==> config.mk <==
export PLATFORM = sky130hd
export DESIGN_NAME = serial_adder
export DESIGN_NICKNAME = d
export VERILOG_FILES = /design/src/rtl/serial_adder.sv
export SDC_FILE = /design/constraint.sdc
export NUM_CORES = 1
export LEC_CHECK = 0
export BUFFER_PORTS_ARGS = -buffer_cell sky130_fd_sc_hd__buf_2
export CORE_UTILIZATION = 54
export DETAILED_ROUTE_END_ITERATION = 10
export GPL_TIMING_DRIVEN = 0
export MAX_ROUTING_LAYER = met4
export PLACE_DENSITY = 0.74
export SYNTH_ARGS = -nofsm -noshare
export SYNTH_HDL_FRONTEND = slang
export SYNTH_SLANG_ARGS = --single-unit
export TNS_END_PERCENT = 20
==> constraint.sdc <==
create_clock -name clk -period 2 [get_ports clk]
set_clock_uncertainty 0.2 [all_clocks]
set_input_delay 0.1 -clock clk [delete_from_list [all_inputs] [get_ports clk]]
set_output_delay 0.1 -clock clk [all_outputs]
set_load 0.03 [all_outputs]
==> src/rtl/serial_adder.sv <==
// -----------------------------------------------------------------------------
// serial_adder
//
// Bit-serial two's-complement adder. One full-adder cell and one carry flop
// process one bit per clock, LSB first. An accepted start captures the
// operands, WIDTH RUN cycles produce the result, and a one-cycle DONE state
// presents it.
//
// Ports
//   clk       rising-edge clock
//   rst       synchronous active-high reset
//   start     request pulse, only looked at in IDLE
//   a, b      signed operands, captured on an accepted start
//   cin       carry-in, captured on an accepted start (cin=1, b=~x gives a-x)
//   busy      high while the operation is running
//   done      one-cycle pulse; sum/cout/overflow are valid in this cycle
//   sum       a+b+cin modulo 2^WIDTH (registered, holds until next done)
//   cout      unsigned carry out of bit WIDTH-1
//   overflow  signed overflow (carry into MSB xor carry out of MSB)
// -----------------------------------------------------------------------------
module serial_adder #(
    parameter int WIDTH = 8
) (
    input  logic             clk,
    input  logic             rst,
    input  logic             start,
    input  logic [WIDTH-1:0] a,
    input  logic [WIDTH-1:0] b,
    input  logic             cin,
    output logic             busy,
    output logic             done,
    output logic [WIDTH-1:0] sum,
    output logic             cout,
    output logic             overflow
);

    // Bit counter only needs to reach WIDTH-1.
    localparam int CNT_W = (WIDTH > 2) ? $clog2(WIDTH) : 1;
    localparam logic [CNT_W-1:0] LAST_BIT = CNT_W'(WIDTH - 1);

    typedef enum logic [1:0] {
        S_IDLE = 2'd0,
        S_RUN  = 2'd1,
        S_DONE = 2'd2
    } state_t;

    state_t           state_reg,   state_next;
    logic [WIDTH-1:0] shift_a_reg, shift_a_next;
    logic [WIDTH-1:0] shift_b_reg, shift_b_next;
    logic [WIDTH-1:0] res_reg,     res_next;
    logic             carry_reg,   carry_next;
    logic [CNT_W-1:0] cnt_reg,     cnt_next;
    logic [WIDTH-1:0] sum_reg,     sum_next;
    logic             cout_reg,    cout_next;
    logic             ovf_reg,     ovf_next;

    // Single full-adder cell working on the current LSBs.
    logic fa_s;
    logic fa_c;

    assign fa_s = shift_a_reg[0] ^ shift_b_reg[0] ^ carry_reg;
    assign fa_c = (shift_a_reg[0] & shift_b_reg[0]) |
                  (shift_a_reg[0] & carry_reg)      |
                  (shift_b_reg[0] & carry_reg);

    // Right-shifted views of the operand and result registers. The operands
    // shift in zeros; the result shifts the new sum bit in at the MSB so that
    // after WIDTH steps the first (LSB) bit has landed in bit 0.
    logic [WIDTH-1:0] shift_a_sh;
    logic [WIDTH-1:0] shift_b_sh;
    logic [WIDTH-1:0] res_sh;

    genvar gi;
    generate
        for (gi = 0; gi < WIDTH - 1; gi++) begin : g_shift
            assign shift_a_sh[gi] = shift_a_reg[gi+1];
            assign shift_b_sh[gi] = shift_b_reg[gi+1];
            assign res_sh[gi]     = res_reg[gi+1];
        end
    endgenerate

    assign shift_a_sh[WIDTH-1] = 1'b0;
    assign shift_b_sh[WIDTH-1] = 1'b0;
    assign res_sh[WIDTH-1]     = fa_s;

    // -------------------------------------------------------------------------
    // Next-state and datapath control
    // -------------------------------------------------------------------------
    always_comb begin
        state_next   = state_reg;
        shift_a_next = shift_a_reg;
        shift_b_next = shift_b_reg;
        res_next     = res_reg;
        carry_next   = carry_reg;
        cnt_next     = cnt_reg;
        sum_next     = sum_reg;
        cout_next    = cout_reg;
        ovf_next     = ovf_reg;

        case (state_reg)
            S_IDLE: begin
                if (start) begin
                    shift_a_next = a;
                    shift_b_next = b;
                    carry_next   = cin;
                    res_next     = '0;
                    cnt_next     = '0;
                    state_next   = S_RUN;
                end
            end

            S_RUN: begin
                shift_a_next = shift_a_sh;
                shift_b_next = shift_b_sh;
                res_next     = res_sh;
                carry_next   = fa_c;
                cnt_next     = cnt_reg + CNT_W'(1);
                if (cnt_reg == LAST_BIT) begin
                    // On the MSB step carry_reg is the carry into the MSB and
                    // fa_c the carry out of it, so overflow is their xor.
                    sum_next   = res_sh;
                    cout_next  = fa_c;
                    ovf_next   = carry_reg ^ fa_c;
                    cnt_next   = '0;
                    state_next = S_DONE;
                end
            end

            S_DONE: begin
                // start is deliberately not looked at here.
                state_next = S_IDLE;
            end

            default: begin
                state_next = S_IDLE;
            end
        endcase
    end

    // -------------------------------------------------------------------------
    // State and datapath registers
    // -------------------------------------------------------------------------
    always_ff @(posedge clk) begin
        if (rst) begin
            state_reg   <= S_IDLE;
            shift_a_reg <= '0;
            shift_b_reg <= '0;
            res_reg     <= '0;
            carry_reg   <= 1'b0;
            cnt_reg     <= '0;
            sum_reg     <= '0;
            cout_reg    <= 1'b0;
            ovf_reg     <= 1'b0;
        end else begin
            state_reg   <= state_next;
            shift_a_reg <= shift_a_next;
            shift_b_reg <= shift_b_next;
            res_reg     <= res_next;
            carry_reg   <= carry_next;
            cnt_reg     <= cnt_next;
            sum_reg     <= sum_next;
            cout_reg    <= cout_next;
            ovf_reg     <= ovf_next;
        end
    end

    // Status decodes straight from the state register, so busy and done are
    // mutually exclusive by construction.
    assign busy     = (state_reg == S_RUN);
    assign done     = (state_reg == S_DONE);
    assign sum      = sum_reg;
    assign cout     = cout_reg;
    assign overflow = ovf_reg;

endmodule

After elaboration in Yosys (flattened, before gate mapping). Cells that the tools add are included.

Memories: 0. RAM bits: 0. Input port bits: 20. Register bits: 40. ROM bits: 0. Bits in latches: 0.

Add/sub/neg operators: 1. Order comparisons: 0. Multiply operators: 0. Reductions and logical operators: 5. Bitwise logic cells: 8. Div/mod/pow operators: 0. Muxes and demuxes: 14. Eq/ne operators: 5. Shift-type cells: 0.

Operators with widths (number): $pmux 8 s2 (3); $mux 8 (3); $mux 3 (2); $pmux 3 s2 (1); $reduce_and 2->1 (3); $mux 2 (2); $pmux 2 s2 (1); $add 3x1->3 const B (1); $and 1x1->1 (3); $eq 3x3->1 const B (1); $xor 1x1->1 (3); $eq 2x1->1 const B (1); $eq 2x2->1 const B (1); $logic_not 2->1 (1); $ne 2x1->1 const B (1); $ne 2x2->1 const B (1); $or 1x1->1 (2); $pmux 1 s2 (1); $reduce_bool 2->1 (1); $mux 1 (1).

Longest topological paths before layout. Gate-level depths: netlist (run 1).

Depth after elaboration: 4. Depth in mapped cells: 6.

Least setup slack after synthesis (run 1). OpenSTA, ideal clock, no wires.

Kind: register -> register. Start point: register cnt_reg[0]. End point: register ovf_reg (netlist: overflow). Stages on the path, launching flop included: 6. Buffers on the path: 1. Setup slack: 0.493 ns. Data arrival time: 1.220 ns. Cells stage by stage: dfxtp_1 -> ha_1 -> ha_1 -> and3b_1 -> buf_2 -> a211oi_1.

Longest elaborated chain between the ends: 2.

RTL lines: start, declared (line 52) `logic [CNT_W-1:0] cnt_reg, cnt_next;`; start signal, assigned (line 160) `cnt_reg <= cnt_next;`; $eq 3x3->1 (line 118) `if (cnt_reg == LAST_BIT) begin`; $reduce_and 2->1 (no source line); end signal, assigned (line 163) `ovf_reg <= ovf_next;`; end, declared (line 55) `logic ovf_reg, ovf_next;`.

No other way between the ends. A chain may end at the register's enable or synchronous reset.

Worst setup path in the final report (run 1).
Start point: register state_reg[0]. End point: output port busy.

Longest elaborated chain between the ends: 1.

RTL lines: start, declared (line 47) `state_t state_reg, state_next;`; start signal, assigned (line 155) `state_reg <= state_next;`; $eq 2x1->1 (line 169) `assign busy = (state_reg == S_RUN);`; end, declared (line 30) `output logic busy,`.

No other way between the ends.

==> metrics.txt, run 1 <==
die area about 3300 sq um; P_leak slightly below 0.9 nW; Seq pwr share 55.5%; core area ~2800 sq um; Final Cycle Share 93.9%; VDD IR max just over 0.0005 V; setup TNS 0 ps; WS Path Type flip-flop to output port; Worst Path Arrival approximately 1600 ps; Worst slew margin approximately three fifths; crit path launch type flip-flop; H-tree depth 2; Psw about 0.00037 W; Worst setup EP type output port; routed length per placed instance roughly 14 um; Net Sw Frac 24.7%; post-route ant nets 0; number of global-route vias before repair around 1500; Core Rows 19; Clock Pin Slew Worst Setup and Hold Paths ~100 ps; Post-route DRC 1; Placer Congestion between 0.7 and 0.8; worst-margin pin slew roughly 600 ps; WL final 3.59 mm; TritonCTS clock tree built; CTS Sinks 39; final setup margin between 100 and 150 ps; Vias between 1000 and 1500; post-synth cell types 30; Hold Vio Cnt, Final 0; YS warnings 0; DRT Pass-1 Iters 7; area delta synth->final 26.3%; RSZ-0062 raised after global routing false; DRT iter0 DRCs 53; port bufs 30; Max-Cap Viols 0; Die X between 50 and 60 um; total track usage between 20% and 30%; total internal power roughly 0.0011 W; Final min period 1880 ps; filler cell count roughly 230; Cell Area, Synth 1670 sq um; Post-CTS Resized 0; layout cell share with drive strength beyond 1 between 20 and 30%; nets@finish 250; pin count of the biggest net entering global routing 12; Comb pwr share 14.6%; worst-path maximum fanout 10; Pins Over Slew Limit 0; f_max between 500 and 600 MHz; syn nets 195; root buffer cell clkbuf_4; status finished with violations; post-DP HPWL roughly 2.4 mm; maximum clock path buffer count 2; failing checks design-rule violations; Via density ~5.4; CP required approximately 1700 ps; Inserted Clock Buffers 5; total grt overflow 0; Hold WC Path Type input pin to flip-flop; Yosys reg bits 39; global-route wire length before repair slightly above 6 mm; I/O pin count 32; antenna violations before repair 0; Syn Inst Count roughly 170; most common cell after layout, fill and taps aside dfxtp_1; Starting Density between 50 and 60%; Final Core Density 74.4%; clock share of power about 30%; non-filler cells, final approximately 260; clk_lat worst skew 340 ps; commonest non-fill, non-tap cells in the layout dfxtp_1, buf_2, nor2_1, nand2_1, dlygate4sd3_1; pwr dens roughly 700 nW/um^2; Mapped Avg Cell Area 9.69 sq um; height of the die approximately 58 um; placed cells between 200 and 250; Seq/Total Area, Yosys a little under half; Setup WS pre-CTS roughly 350 ps; final setup violation count 0; ANT cells 0
power by group through the flow:
| stage | clock network [W] | registers, W | logic [W] |
|---|---|---|---|
| floorplan | 0 | 0.000845 | 0.000144 |
| global placement | 0 | 0.000849 | 0.000183 |
| detailed placement | 0 | 0.000851 | 0.000191 |
| CTS | 0.000454 | 0.000834 | 0.000219 |
| global route | 0.000488 | 0.000838 | 0.000241 |
| finish | 0.000449 | 0.000834 | 0.000220 |
logic make-up after synthesis:
family / count (synthesis) / share of synthesized area, %
AOI/OAI and AO/OA: 40 / 18.5
xor gates and xnor gates: 1 / 0.526
adders and majority gates: 3 / 2.70
buffers and inverters: 15 / 6.46
DFF: 39 / 46.8
muxes: 14 / 8.48
and+or+nand+nor: 60 / 16.5
worst max-delay path, cell delays in order (launching register included):
cell and delay [ps]:
dfxtp_1 470, nor2b_2 270, buf_2 260, buf_2 230
per-stage QoR:
stage	power (W)	cell area [sq um]	hold slack, ps
2_1_floorplan	0.000989	1670	48.3
4_1_cts	0.00151	2100	33.5
3_5_place_dp	0.00104	1860	154
6_report	0.00150	2100	26.3
5_1_grt	0.00157	2100	54.1
3_3_place_gp	0.00103	1860	142
area by class of cell:
type	count	area [sq um]	area share [%]
clock buffer	8	68.8	3.27
multi-input combinational	118	778	37.0
buffer	13	100	4.76
inverter	2	7.51	0.357
timing repair buffer	48	330	15.7
sequential	39	781	37.1
tap	31	38.8	1.84
final timing paths:
path | start | endpoint | slack [ps] | cells after the start
hold / removal | rst | sum[1] | 30 | 2
hold reg to reg | sum[1] | sum[1] | 260 | 2
setup reg to reg | cnt_reg[0] | sum[5] | 320 | 6
setup / recovery | state_reg[0] | busy | 120 | 3
metal layers:
layer / share of wire, % / vias to the layer above / wire length (um) / GRT usage, %
met5: 0 / - / 0 / -
met2: 50 / 31 / 1790 / 42.2
met4: 0.95 / 0 / 34 / 11.5
met1: 45 / 664 / 1600 / 28.8
met3: 4.6 / 5 / 164 / 4.76
li1: - / 710 / - / -
cell usage after synthesis, drive strengths merged:
library cell  count  share of area (%)
dfxtp            39                 47
nor2             29                6.5
nand2            18                4.1
a211oi           13                8.0
mux2i            13                7.8
a21oi            12                3.6
a22oi            12                5.4
buf              10                5.3
clkbuf            3               0.68
nor2b             3                1.3
nor3              3               0.90
ha                2                1.5
inv               2               0.45
nand2b            2               0.75
or3b              2                1.1
and3b             1               0.53
fa                1                1.2
mux2              1               0.68
nand3b            1               0.68
nor3b             1               0.75
o21a              1               0.45
o21ba             1               0.60
o21bai            1               0.45
xnor2             1               0.53
timing repair:
| item | in CTS | in global routing |
|---|---|---|
| endpoints found under the setup margin | 0 | 0 |
| endpoints found under the hold margin | 27 | 0 |
| setup buffers | 0 | 0 |
| hold buffers | 18 | 0 |
(Power assumes the default switching activity.)
==> run 2, diff against run 1 <==
Settings changed: CELL_PAD_IN_SITES_DETAIL_PLACEMENT set to 1, CELL_PAD_IN_SITES_GLOBAL_PLACEMENT set to 1, CORE_UTILIZATION 54 to 41.
==> run 2 against run 1 <==
Compared with the run above: the run now ends clean; die area grew 31%; core utilization shrank 19 points; critical path type unchanged; critical path depth unchanged; highest routed layer unchanged; combinational power is essentially flat; largest power group unchanged; sequential cell count stayed put.
==> metrics.txt, run 2 (synthesis gave the netlist of run 1 again) <==
status finished, final reports clean; f_max 557 MHz (+4.6%); pin count of the biggest net entering global routing 14 (+2); Final Cycle Share 89.8% (-4.1 points); P_leak 0.874 nW (-1.7%); Vias 1411 (+0.071%); flop-to-flop setup slack 270 ps (-50 ps); layout cell share with drive strength beyond 1 26.8% (+0.91 points); Hold WC Path Type input pin to flip-flop; Pins Over Slew Limit 0 (unchanged); Worst Hold Depth 3 (+1); VDD IR max 0.000478 V (-7.5%); Seq pwr share 52.5% (-3.0 points); Die X 65.8 um (+14%); FF-to-FF End sum[4]; clock share of power 33.7% (+3.8 points); CTS Sinks 39 (unchanged); DRT iter0 DRCs 72 (+36%); Post-route DRC 0 (-1); Setup WS pre-CTS 299 ps (-51.1 ps); post-DP HPWL 2.82 mm (+16%); RSZ-0062 raised after global routing false; crit path launch type flip-flop; Core Rows 22 (+3); min-delay src b[4]; Final min period 1800 ps (-82.8 ps); antenna violations before repair 0 (unchanged); Psw 0.000422 W (+14%); total grt overflow 0 (unchanged); Post-CTS Setup Repair Bufs 0 (unchanged); Post-CTS Resized 0 (unchanged); setup TNS 0 ps (unchanged); Worst setup EP type output port; ANT cells 0 (unchanged); WS Path Type flip-flop to output port; total track usage 22.3% (-2.8 points); WHS Endpoint shift_b_reg[4]; reg-to-reg critical path startpoint cnt_reg[0]; area occupied by multi-input gates 778 sq um (unchanged); Comb pwr share 13.8% (-0.8 points); pwr dens 753 nW/um^2 (+5.4%); filler cell count 446 (+95%); DRT Pass-1 Iters 4 (-3); die area 4320 sq um (+31%); Via density 5.19 (-4.7%); H-tree depth 2 (unchanged); Hold Vio Cnt, Final 0 (unchanged); total internal power 0.00116 W (+2.8%); final setup violation count 0 (unchanged); Starting Density 44.2% (-15 points); Clock Pin Slew Worst Setup and Hold Paths 80 ps (-20 ps); Placer Congestion 0.773 (-2.1%); number of global-route vias before repair 1512 (+1.4%); Worst Path Arrival 1500 ps (-80 ps); TritonCTS clock tree built; I/O pin count 32 (unchanged); nets@finish 246 (-1.6%); Inserted Clock Buffers 5 (unchanged); Worst slew margin 56.7% (-3.2 points); worst-margin pin slew 649 ps (+48.7 ps); Sequential Area 781 sq um (unchanged); R2R cell count 6 (unchanged); Net Sw Frac 26.6% (+1.9 points); clk_lat worst skew 290 ps (-50 ps); most common cell after layout, fill and taps aside dfxtp_1; area delta synth->final 26.4% (about the same); core area 3770 sq um (+33%); routed length per placed instance 15.0 um (+8.0%); global-route wire length before repair 6.93 mm (+13%); worst-path maximum fanout 10 (unchanged); commonest non-fill, non-tap cells in the layout dfxtp_1, buf_2, nor2_1, nand2_1, dlygate4sd3_1; WL final 4.07 mm (+13%); CTS Hold Bufs 14 (-4); port bufs 30 (unchanged); CP required 1700 ps (about the same); maximum clock path buffer count 2 (unchanged); root buffer cell clkbuf_8; final setup margin 204 ps (+82.8 ps); Max-Cap Viols 0 (unchanged); post-route ant nets 0 (unchanged); height of the die 65.8 um (+14%)
## run 2: metal layers
layer	vias up	wire length [um]	track usage, %
li1	699	-	-
met1	684	1840	25.9
met2	23	2070	37.6
met3	5	121	5.73
met4	0	37	6.52
met5	-	0	-
## run 2: through the flow
stage | hold WS, ps | utilization, % | instance area (sq um) | power (W) | std cells
final | 7.79 | 55.8 | 2110 | 0.00158 | 272
after global routing | 31.5 | 55.8 | 2110 | 0.00165 | 272
after CTS | 10.7 | 55.8 | 2110 | 0.00160 | 272
after detailed placement | 160 | 49.8 | 1880 | 0.00105 | 250
after global placement | 140 | 49.8 | 1880 | 0.00104 | 250
after floorplan | 48.3 | - | 1670 | 0.000989 | 172
## run 2: final cells by class
cell class	instances	area share [%]
Buffer	13	4.75
Clock buffer	5	3.27
Clock inverter	3	0.951
Inverter	2	0.357
Multi-Input combinational cell	118	37.0
Sequential cell	39	37.1
Tap cell	48	2.85
Timing Repair Buffer	44	13.8
## run 2: power by group through the flow
| stage | Sequential [W] | Clock, W | Combinational (W) |
|---|---|---|---|
| 6_report | 0.000832 | 0.000534 | 0.000219 |
| 5_1_grt | 0.000837 | 0.000574 | 0.000241 |
| 4_1_cts | 0.000832 | 0.000545 | 0.000220 |
| 3_5_place_dp | 0.000850 | 0 | 0.000197 |
| 3_3_place_gp | 0.000849 | 0 | 0.000189 |
| 2_1_floorplan | 0.000845 | 0 | 0.000144 |
## run 2: critical path, cell delays in order (launching register included)
cell,delay (ps)
dfxtp_1,420
nor2b_2,270
buf_2,270
buf_2,240
## run 2: how the worst max path moves through the flow
stage | from | end
CTS | state_reg[0] | busy
global route | state_reg[0] | busy
floorplan | cnt_reg[0] | overflow
finish | state_reg[0] | busy
global placement | cnt_reg[0] | sum[3]
detailed placement | cnt_reg[0] | overflow
